--- config.mk ---
export PLATFORM = sky130hd
export DESIGN_NAME = game_controller
export DESIGN_NICKNAME = d
export VERILOG_FILES = /design/src/rtl/game_pkg.sv /design/src/rtl/bcd_counter3.sv /design/src/rtl/game_controller.sv
export SDC_FILE = /design/constraint.sdc
export NUM_CORES = 1
export LEC_CHECK = 0
export ABC_CLOCK_PERIOD_IN_PS = 2900
export CAP_MARGIN = 10
export CELL_PAD_IN_SITES_DETAIL_PLACEMENT = 2
export CELL_PAD_IN_SITES_GLOBAL_PLACEMENT = 2
export CORE_ASPECT_RATIO = 0.5
export CORE_UTILIZATION = 25
export CTS_BUF_LIST = sky130_fd_sc_hd__clkbuf_8
export CTS_CLUSTER_SIZE = 10
export DETAILED_ROUTE_END_ITERATION = 10
export PLACE_DENSITY_LB_ADDON = 0.1
export SLEW_MARGIN = 15
export SYNTH_ARGS = -nofsm -noshare
export SYNTH_HDL_FRONTEND = slang
export SYNTH_SLANG_ARGS = --single-unit
--- constraint.sdc ---
create_clock -name clk -period 2.9 [get_ports clk]
set_clock_uncertainty 0.15 [all_clocks]
set_input_delay 0.435 -clock clk [delete_from_list [all_inputs] [get_ports clk]]
set_output_delay 0.435 -clock clk [all_outputs]
set_load 0.03 [all_outputs]
--- src/rtl/game_pkg.sv ---
// Shared types and constants for the game controller and its score counter.
package game_pkg;

    typedef enum logic [1:0] {
        IDLE      = 2'd0,
        PLAYING   = 2'd1,
        DYING     = 2'd2,
        GAME_OVER = 2'd3
    } game_state_t;

    typedef logic [11:0] bcd3_t;

    localparam bcd3_t SCORE_MAX = 12'h999;

endpackage

--- src/rtl/bcd_counter3.sv ---
// Three-digit BCD counter with synchronous clear and saturating increment.
// Latency: count updates on the clock after inc/clr.
// Backpressure: none; inc at SCORE_MAX is dropped.
module bcd_counter3
    import game_pkg::*;
(
    input  logic  clk,
    input  logic  rst_n,
    input  logic  inc,
    input  logic  clr,
    output bcd3_t count
);

    bcd3_t count_inc;

    always_comb begin
        count_inc = count;
        if (count != SCORE_MAX) begin
            if (count[3:0] != 4'd9) begin
                count_inc[3:0] = count[3:0] + 4'd1;
            end else begin
                count_inc[3:0] = 4'd0;
                if (count[7:4] != 4'd9) begin
                    count_inc[7:4] = count[7:4] + 4'd1;
                end else begin
                    count_inc[7:4]  = 4'd0;
                    count_inc[11:8] = count[11:8] + 4'd1;
                end
            end
        end
    end

    always_ff @(posedge clk) begin
        if (!rst_n) begin
            count <= '0;
        end else if (clr) begin
            count <= '0;
        end else if (inc) begin
            count <= count_inc;
        end
    end

endmodule

--- src/rtl/game_controller.sv ---
// Game sequencing FSM: start/flap handling, collision filter, death timer, scores.
// Latency: all outputs registered, one cycle after the triggering input.
// Backpressure: none; inputs are sampled every cycle, flap edges outside IDLE/PLAYING/GAME_OVER are dropped.
module game_controller
    import game_pkg::*;
#(
    parameter int DEATH_FRAMES   = 60,
    parameter int COLLIDE_FILTER = 2
) (
    input  logic        clk,
    input  logic        rst_n,
    input  logic        frame_tick,
    input  logic        flap_btn,
    input  logic        collision_in,
    input  logic        pipe_passed,
    output logic [1:0]  state_out,
    output logic        world_reset,
    output logic        flap_pulse,
    output logic        motion_en,
    output logic [11:0] score,
    output logic [11:0] high_score
);

    localparam logic [7:0] DEATH_LAST   = 8'(DEATH_FRAMES - 1);
    localparam logic [2:0] COLLIDE_LAST = 3'(COLLIDE_FILTER - 1);

    game_state_t state_q, state_nxt;
    logic        flap_q;
    logic        flap_edge;
    logic [2:0]  coll_cnt, coll_nxt;
    logic [7:0]  death_cnt, death_nxt;
    logic        wr_nxt, fp_nxt;
    logic        score_inc;

    assign flap_edge = flap_btn & ~flap_q;

    always_comb begin
        state_nxt = state_q;
        coll_nxt  = coll_cnt;
        death_nxt = death_cnt;
        wr_nxt    = 1'b0;
        fp_nxt    = 1'b0;
        case (state_q)
            IDLE: begin
                if (flap_edge) begin
                    state_nxt = PLAYING;
                    wr_nxt    = 1'b1;
                    fp_nxt    = 1'b1;
                    coll_nxt  = '0;
                    death_nxt = '0;
                end
            end
            PLAYING: begin
                fp_nxt = flap_edge;
                if (frame_tick) begin
                    if (!collision_in) begin
                        coll_nxt = '0;
                    end else if (coll_cnt == COLLIDE_LAST) begin
                        // Filter satisfied: the counter would reach the threshold on this edge.
                        state_nxt = DYING;
                        coll_nxt  = '0;
                        death_nxt = '0;
                    end else begin
                        coll_nxt = coll_cnt + 3'd1;
                    end
                end
            end
            DYING: begin
                if (frame_tick) begin
                    if (death_cnt == DEATH_LAST) begin
                        state_nxt = GAME_OVER;
                        death_nxt = '0;
                    end else begin
                        death_nxt = death_cnt + 8'd1;
                    end
                end
            end
            GAME_OVER: begin
                if (flap_edge) begin
                    state_nxt = IDLE;
                    wr_nxt    = 1'b1;
                end
            end
            default: state_nxt = IDLE;
        endcase
    end

    always_ff @(posedge clk) begin
        if (!rst_n) begin
            state_q     <= IDLE;
            flap_q      <= 1'b0;
            coll_cnt    <= '0;
            death_cnt   <= '0;
            world_reset <= 1'b0;
            flap_pulse  <= 1'b0;
            motion_en   <= 1'b0;
        end else begin
            state_q     <= state_nxt;
            flap_q      <= flap_btn;
            coll_cnt    <= coll_nxt;
            death_cnt   <= death_nxt;
            world_reset <= wr_nxt;
            flap_pulse  <= fp_nxt;
            motion_en   <= (state_nxt == PLAYING);
        end
    end

    // Packed BCD orders digits by weight, so a plain compare is a magnitude compare.
    always_ff @(posedge clk) begin
        if (!rst_n) begin
            high_score <= '0;
        end else if (state_q == GAME_OVER && score > high_score) begin
            high_score <= score;
        end
    end

    assign score_inc = pipe_passed && (state_q == PLAYING);
    assign state_out = state_q;

    bcd_counter3 u_score (
        .clk   (clk),
        .rst_n (rst_n),
        .inc   (score_inc),
        .clr   (wr_nxt),
        .count (score)
    );

endmodule

==> results of run 1 <==
-- kinds of logic (layout without fill, tap and decap cells) --
kind of cell | after synthesis | after routing | synth area share [%]
muxes | 2 | 2 | 0.821
buffers and inverters | 35 | 74 | 5.69
adders and majority gates | 19 | 19 | 9.74
xor gates and xnor gates | 14 | 14 | 5.03
and+or+nand+nor | 111 | 111 | 25.8
AOI/OAI and AO/OA | 61 | 61 | 19.3
DFF | 41 | 41 | 33.6
-- cells in the final DEF (no fill, tap or decap), types with 10 or more instances in the layout --
master	count
nand3_1	24
inv_1	21
buf_4	10
a21oi_1	14
o221ai_1	12
ha_1	19
clkdlybuf4s50_1	34
nand2_1	21
o2111ai_1	12
dfxtp_1	41
nor2_1	24
-- Yosys cell counts, drive strengths merged (3+ instances only) --
cell	number
nor2b	4
buf	6
dfxtp	41
a21oi	14
nand4	6
nor3	6
o21ai	9
and3	3
nor2	24
a211oi	3
inv	21
o221ai	12
nand2	22
nand3	24
xor2	9
o2111ai	12
clkbuf	8
and2	5
nand2b	3
ha	19
xnor2	5
-- layer usage --
| layer | wire (um) | up-vias | GRT usage (%) |
|---|---|---|---|
| li1 | - | 1116 | - |
| met1 | 3620 | 1109 | 19.4 |
| met2 | 3460 | 19 | 27.6 |
| met3 | 174 | 7 | 3.81 |
| met4 | 57 | 0 | 3.82 |
| met5 | 0 | - | 0 |
-- worst paths after layout --
kind,cells after the start,from,to
worst min register to register,1,flap_q,flap_pulse
worst max register to register,6,u_score.count[5],high_score[5]
worst min-delay path,1,flap_q,flap_pulse
worst max-delay path,6,u_score.count[5],high_score[5]
-- state kept, by name, summed over array words and instances, names as in the netlist --
name and cells:
motion_en 1, high_score 12, death_cnt 8, world_reset 1
state_out 2, flap_pulse 1, flap_q 1, u_score.count 12
coll_cnt 3
-- cell type report --
type	instances	area (um^2)
multi-input combinational	207	1480
timing repair buffer	45	435
tap	135	169
fill	1116	6330
clock buffer	5	68.8
clock inverter	3	65.1
inverter	21	78.8
sequential	41	821
-- metrics by stage --
| step | hold WS [ns] | cells | power [mW] | cell area (um^2) |
|---|---|---|---|---|
| 3_5_place_dp | 0.295 | 449 | 0.726 | 2980 |
| 3_3_place_gp | 0.278 | 449 | 0.722 | 2980 |
| 5_1_grt | 0.347 | 457 | 1.35 | 3120 |
| 4_1_cts | 0.316 | 457 | 1.31 | 3120 |
| 6_report | 0.319 | 457 | 1.29 | 3120 |
| 2_1_floorplan | 0.263 | 283 | 0.677 | 2440 |
-- worst max-delay path, cell delays in order (launching register included) --
cell       delay (ns)
dfxtp_1          0.54
ha_1             0.31
a21oi_1          0.15
o21ai_1          0.08
a221o_1          0.66
o2111ai_1        0.32
o221ai_1         0.15
-- power groups by stage --
| stage | clock (mW) | combinational (mW) | sequential, mW |
|---|---|---|---|
| after floorplan | 0 | 0.0738 | 0.603 |
| after global placement | 0 | 0.127 | 0.594 |
| after detailed placement | 0 | 0.132 | 0.595 |
| after CTS | 0.599 | 0.133 | 0.582 |
| after global routing | 0.626 | 0.144 | 0.584 |
| final | 0.574 | 0.131 | 0.582 |
==> results by group, run 1 <==
Outcome
  – Outcome: finished, final reports clean

Die
  – I/O pins: 35
  – Core box area: around 9400 um^2
  – Initial Utilization: approximately a quarter
  – Die Wd: between 100 and 150 um
  – Die footprint: 10200 um^2
  – Rows: 25
  – Die H: between 70 and 80 um

Synth
  – Yosys synthesis warning count: 0
  – Unique cell type count in the Yosys netlist: 51
  – Sequential fraction of the synthesis area: about a third
  – Cell taking the most area after synthesis: dfxtp_1
  – Async set-reset flop share out of synthesis: 0%
  – Post-synth top flop: dfxtp_1
  – Synth top area cells: dfxtp_1 34%, ha_1 9.7%, nand3_1 4.9%
  – Mean Syn Cell Area: between 8 and 9 um^2
  – Yosys reg bits: 41
  – Share of the synthesized area in the top cell type: about a third
  – Cell count after synthesis: 283
  – Syn_nets: between 300 and 400
  – Post-synth EDFFs: 0
  – Syn Std Cell Area: approximately 2400 um^2

Place
  – Place WS: around 0.34 ns
  – Routability cong.: approximately 0.78
  – Buffers on Ports: 34
  – Post-DP HPWL: between 5000 and 6000 um

Power
  – Internal power: 0.964 mW
  – PwrDens: just over 400 nW/um^2
  – Reg power frac: 45.2%
  – Worst vdd ir: 0.176 mV
  – Clock network fraction of design power: roughly 45%
  – Sw power: around 0.32 mW
  – Fraction of power spent switching nets: between 20 and 30%
  – Leakage power: about 1.1 nW
  – Combinational power share: a little over 10%

CTS
  – Cts hold-fix bufs: 0
  – Root Buffer: clkbuf_8
  – Clk sink count: 41
  – Max clock buf depth: 2
  – CTS tree: done
  – Postcts setup bufs: 0
  – Clock transition at path regs: about 0.08 ns
  – CTS Buf Count: 5
  – Worst skew pair latency: a little over 0.3 ns
  – Clock H-tree levels: 2
  – Resized cells post-CTS: 0

Job
  – MaxCap Viol Count: 0

Routing
  – Routed WL: about 7300 um
  – Via count: roughly 2300
  – ANT nets after route: 0
  – Post-DR vias/cell: about 5
  – DRT iter0 DRCs: 72
  – Drt drc: 0
  – Routed WL per cell: 16.0 um
  – Pre-antenna DRT Iters: 4

STA
  – Setup TNS: 0 ns
  – Slew at the pin closest to its max-slew limit: around 0.95 ns
  – Final setup viols: 0
  – Max Freq: 0.398 GHz
  – Final worst path period share: roughly 87%
  – Final Max Tran Viols: 0
  – Rel. slew slack: between 30% and 40%
  – Unrepaired setup endpoints after global routing: no
  – Final count of hold timing violations: 0
  – Fin crit period: around 2.5 ns
  – Final setup margin: just under 0.4 ns

Final layout
  – Layout cells sized above 1: 9.32%
  – Area grow syn2layout: 27.8%
  – Post-layout nets: about 350
  – Final core utilization: 33.0%
  – # diodes: 0

Setup path
  – WS Path Type: register to register
  – CP Capture Type: register
  – Crit start category: register
  – CP Data Arrival Time: between 2 and 3 ns
  – R2R setup slack: slightly below 0.4 ns
  – CP required: slightly below 3 ns
  – Worst-path maximum fanout: 24

Global route
  – Vias in the first global route: roughly 2400
  – Total GRT Usage: 15.7%
  – Grt total ovfl: 0
  – First-pass GRT wire length: around 12000 um
  – Largest net degree at the start of global routing: 37
  – Initial antenna violation count: 0

Hold path
  – Worst hold-check path type: register to register
(Power assumes the default switching activity.)
==> run 2, diff against run 1 <==
--- a/config.mk
+++ b/config.mk
@@ -5,7 +5,6 @@
 export SDC_FILE = /design/constraint.sdc
 export NUM_CORES = 1
 export LEC_CHECK = 0
-export ABC_CLOCK_PERIOD_IN_PS = 2900
 export CAP_MARGIN = 10
 export CELL_PAD_IN_SITES_DETAIL_PLACEMENT = 2
 export CELL_PAD_IN_SITES_GLOBAL_PLACEMENT = 2
==> results of run 2 <==
No change in the layout: final DEF, timing and power equal those of run 1.
==> run 3, diff against run 2 <==
==> constraint.sdc (replaced) <==
create_clock -name clk -period 2.1 [get_ports clk]
set_clock_uncertainty 0.15 [all_clocks]
set_input_delay 0.315 -clock clk [delete_from_list [all_inputs] [get_ports clk]]
set_output_delay 0.315 -clock clk [all_outputs]
set_load 0.03 [all_outputs]
==> run 3 against run 2 <==
Compared with the run above:
- count of clock-buffer cells in the layout up 2
- worst hold slack got worse by 0.017 ns
- the run now ends with design-rule violations left
- combinational power grew 56%
- wire length increased by 14%
- clock power grew 9.1%
- highest routed layer unchanged
- first-iteration DRC count fell by 1.4%
- register-to-register slack got worse by 0.37 ns
- critical path depth up 2
- global-route usage is 0.52 points higher
==> results by group, run 3 (same netlist as run 1, synthesis figures left out) <==
Outcome
  – Outcome: complete, but fails checks (was finished, final reports clean)
  – Failing checks: design-rule violations

Routing
  – Routed WL: 8360 um (was 7310 um)
  – Routed WL per cell: 16.9 um (was 16.0 um)
  – Drt drc: 2 (was 0)
  – ANT nets after route: 0 (unchanged)
  – Post-DR vias/cell: 4.95 (was 4.93)
  – Pre-antenna DRT Iters: 7 (was 4)
  – DRT iter0 DRCs: 71 (was 72)
  – Via count: 2445 (was 2251)

Setup path
  – Bufs and invs on worst path: 2 (was 0)
  – WP depth: 8 (was 6)
  – Slowest cell delay on critical path: 0.48 ns (was 0.66 ns)
  – Worst-path cell chain: inv_1 -> ha_1 -> nand2_1 -> o21ai_1 -> a221o_2 -> clkbuf_16 -> o2111ai_2 -> o221ai_1 (was ha_1 -> a21oi_1 -> o21ai_1 -> a221o_1 -> o2111ai_1 -> o221ai_1)
  – R2R Path End: high_score[1] (was high_score[5])
  – WS Path Type: register to register (unchanged)
  – Worst-path maximum fanout: 5 (was 24)
  – CP required: 2.15 ns (was 2.90 ns)
  – CP Data Arrival Time: 2.13 ns (was 2.52 ns)
  – Critical path's top delay family: compound AO/OA/AOI/OAI gates (unchanged)
  – R2R setup slack: 0.02 ns (was 0.39 ns)
  – R2r worst-path depth: 8 (was 6)
  – CP Capture Type: register (unchanged)
  – Crit-path slowest cell: a221o_2 (was a221o_1)
  – Crit start category: register (unchanged)
  – Worst r2r src: high_score[6] (was u_score.count[5])

CTS
  – Cts hold-fix bufs: 0 (unchanged)
  – Root Buffer: clkbuf_8 (unchanged)
  – Clock transition at path regs: 0.10 ns (was 0.08 ns)
  – Worst skew pair latency: 0.31 ns (about the same)
  – Max clock buf depth: 2 (unchanged)
  – Clk sink count: 41 (unchanged)
  – CTS Buf Count: 5 (unchanged)
  – CTS tree: done (unchanged)
  – Clock H-tree levels: 2 (unchanged)

Die
  – Rows: 25 (unchanged)
  – Die H: 71.9 um (unchanged)
  – Core box area: 9450 um^2 (unchanged)
  – Die footprint: 10200 um^2 (unchanged)
  – I/O pins: 35 (unchanged)
  – Die Wd: 142 um (unchanged)
  – Initial Utilization: 25.8% (unchanged)

STA
  – Final Max Tran Viols: 0 (unchanged)
  – Fin crit period: 2.08 ns (was 2.51 ns)
  – Final worst path period share: 99.3% (was 86.7%)
  – WHS: 0.303 ns (was 0.319 ns)
  – Max Freq: 0.480 GHz (was 0.398 GHz)
  – Final count of hold timing violations: 0 (unchanged)
  – Setup TNS: 0 ns (unchanged)
  – Final setup margin: 0.0156 ns (was 0.387 ns)
  – Slew at the pin closest to its max-slew limit: 0.406 ns (was 0.951 ns)
  – Final setup viols: 0 (unchanged)
  – Rel. slew slack: 72.5% (was 36.6%)

Hold path
  – WHS Path Cells: 1 (unchanged)
  – Worst hold-check path type: register to register (unchanged)
  – Hold endpoint: flap_pulse (unchanged)
  – Min-delay src: flap_q (unchanged)

Global route
  – First-pass GRT wire length: 12400 um (was 12300 um)
  – Grt total ovfl: 0 (unchanged)
  – Largest net degree at the start of global routing: 37 (unchanged)
  – Initial antenna violation count: 0 (unchanged)
  – Vias in the first global route: 2383 (was 2368)
  – Total GRT Usage: 16.2% (was 15.7%)

Final layout
  – Final core utilization: 39.2% (was 33.0%)
  – Leading cell type in the layout, fill and taps excluded: buf_4 (was dfxtp_1)
  – Top flop regs: high_score (12), u_score.count (12), death_cnt (8) (unchanged)
  – Post-route cell area: 3700 um^2 (was 3120 um^2)
  – Post-layout nets: 383 (was 346)
  – # diodes: 0 (unchanged)
  – Area grow syn2layout: 51.7% (was 27.8%)
  – Layout cells sized above 1: 33.4% (was 9.32%)
  – Fill cells: 1048 (was 1116)
  – Most frequent cells in the layout: 42 x buf_4, 31 x clkdlybuf4s50_1, 24 x nand3_1, 23 x nor2_1 (was 41 x dfxtp_1, 34 x clkdlybuf4s50_1, 24 x nor2_1, 24 x nand3_1)
  – Non-filler cells, final: 494 (was 457)

Place
  – Place WS: -0.0610 ns (was 0.344 ns)
  – Cell count after placement: 477 (was 449)
  – Routability cong.: 0.782 (was 0.776)
  – Post-DP HPWL: 5840 um (was 5510 um)
  – Buffers on Ports: 34 (unchanged)
  – Post-DP Area: 3240 um^2 (was 2980 um^2)

Job
  – MaxCap Viol Count: 0 (unchanged)

Power
  – Tot Pwr: 1.63 mW (was 1.29 mW)
  – Leakage power: 1.37 nW (was 1.08 nW)
  – Worst vdd ir: 0.198 mV (was 0.176 mV)
  – PwrDens: 440 nW/um^2 (was 413 nW/um^2)
==> run 3: cell type report <==
cell class                 count  area (um^2)  share of cell area, %
clock buffer                   7         96.3                   2.60
clock inverter                 1         8.76                  0.237
inverter                      21         78.8                   2.13
multi-input combinational    208         1730                   46.7
sequential                    41          848                   22.9
tap                          135          169                   4.56
timing repair buffer          81          773                   20.9
==> run 3: worst max-delay path by stage <==
stage,endpoint,startpoint
CTS,high_score[9],high_score[7]
detailed placement,high_score[11],high_score[7]
global route,high_score[4],high_score[8]
finish,high_score[1],high_score[6]
floorplan,death_cnt[0],state_out[0]
global placement,high_score[11],high_score[7]
==> run 3: repair_timing <==
| action | CTS | global route |
|---|---|---|
| buffers inserted | 0 | 5 |
| setup endpoints to repair | 12 | 13 |
| gates resized for setup | 2 | 43 |
| pin swaps | 1 | 11 |
| cloned | 0 | 4 |
==> run 3: metal layers <==
layer	global-route usage, %	part of all wire, %
met1	21.1	49
met2	26.2	47
met3	4.21	3.1
met4	5.38	1.2
met5	0	0
==> run 3: where the power goes <==
group	switching [mW]	leakage, nW	total [mW]	internal [mW]
clock network	0.322	0.0549	0.626	0.304
registers	0.00957	0.342	0.798	0.788
logic	0.120	0.974	0.205	0.0849
==> run 3: worst register-to-register path, cell delays in order, from the launching register on <==
cell and delay (ns):
dfxtp_2 0.33, inv_1 0.05, ha_1 0.30, nand2_1 0.07, o21ai_1 0.08, a221o_2 0.48, clkbuf_16 0.20, o2111ai_2 0.17
o221ai_1 0.14
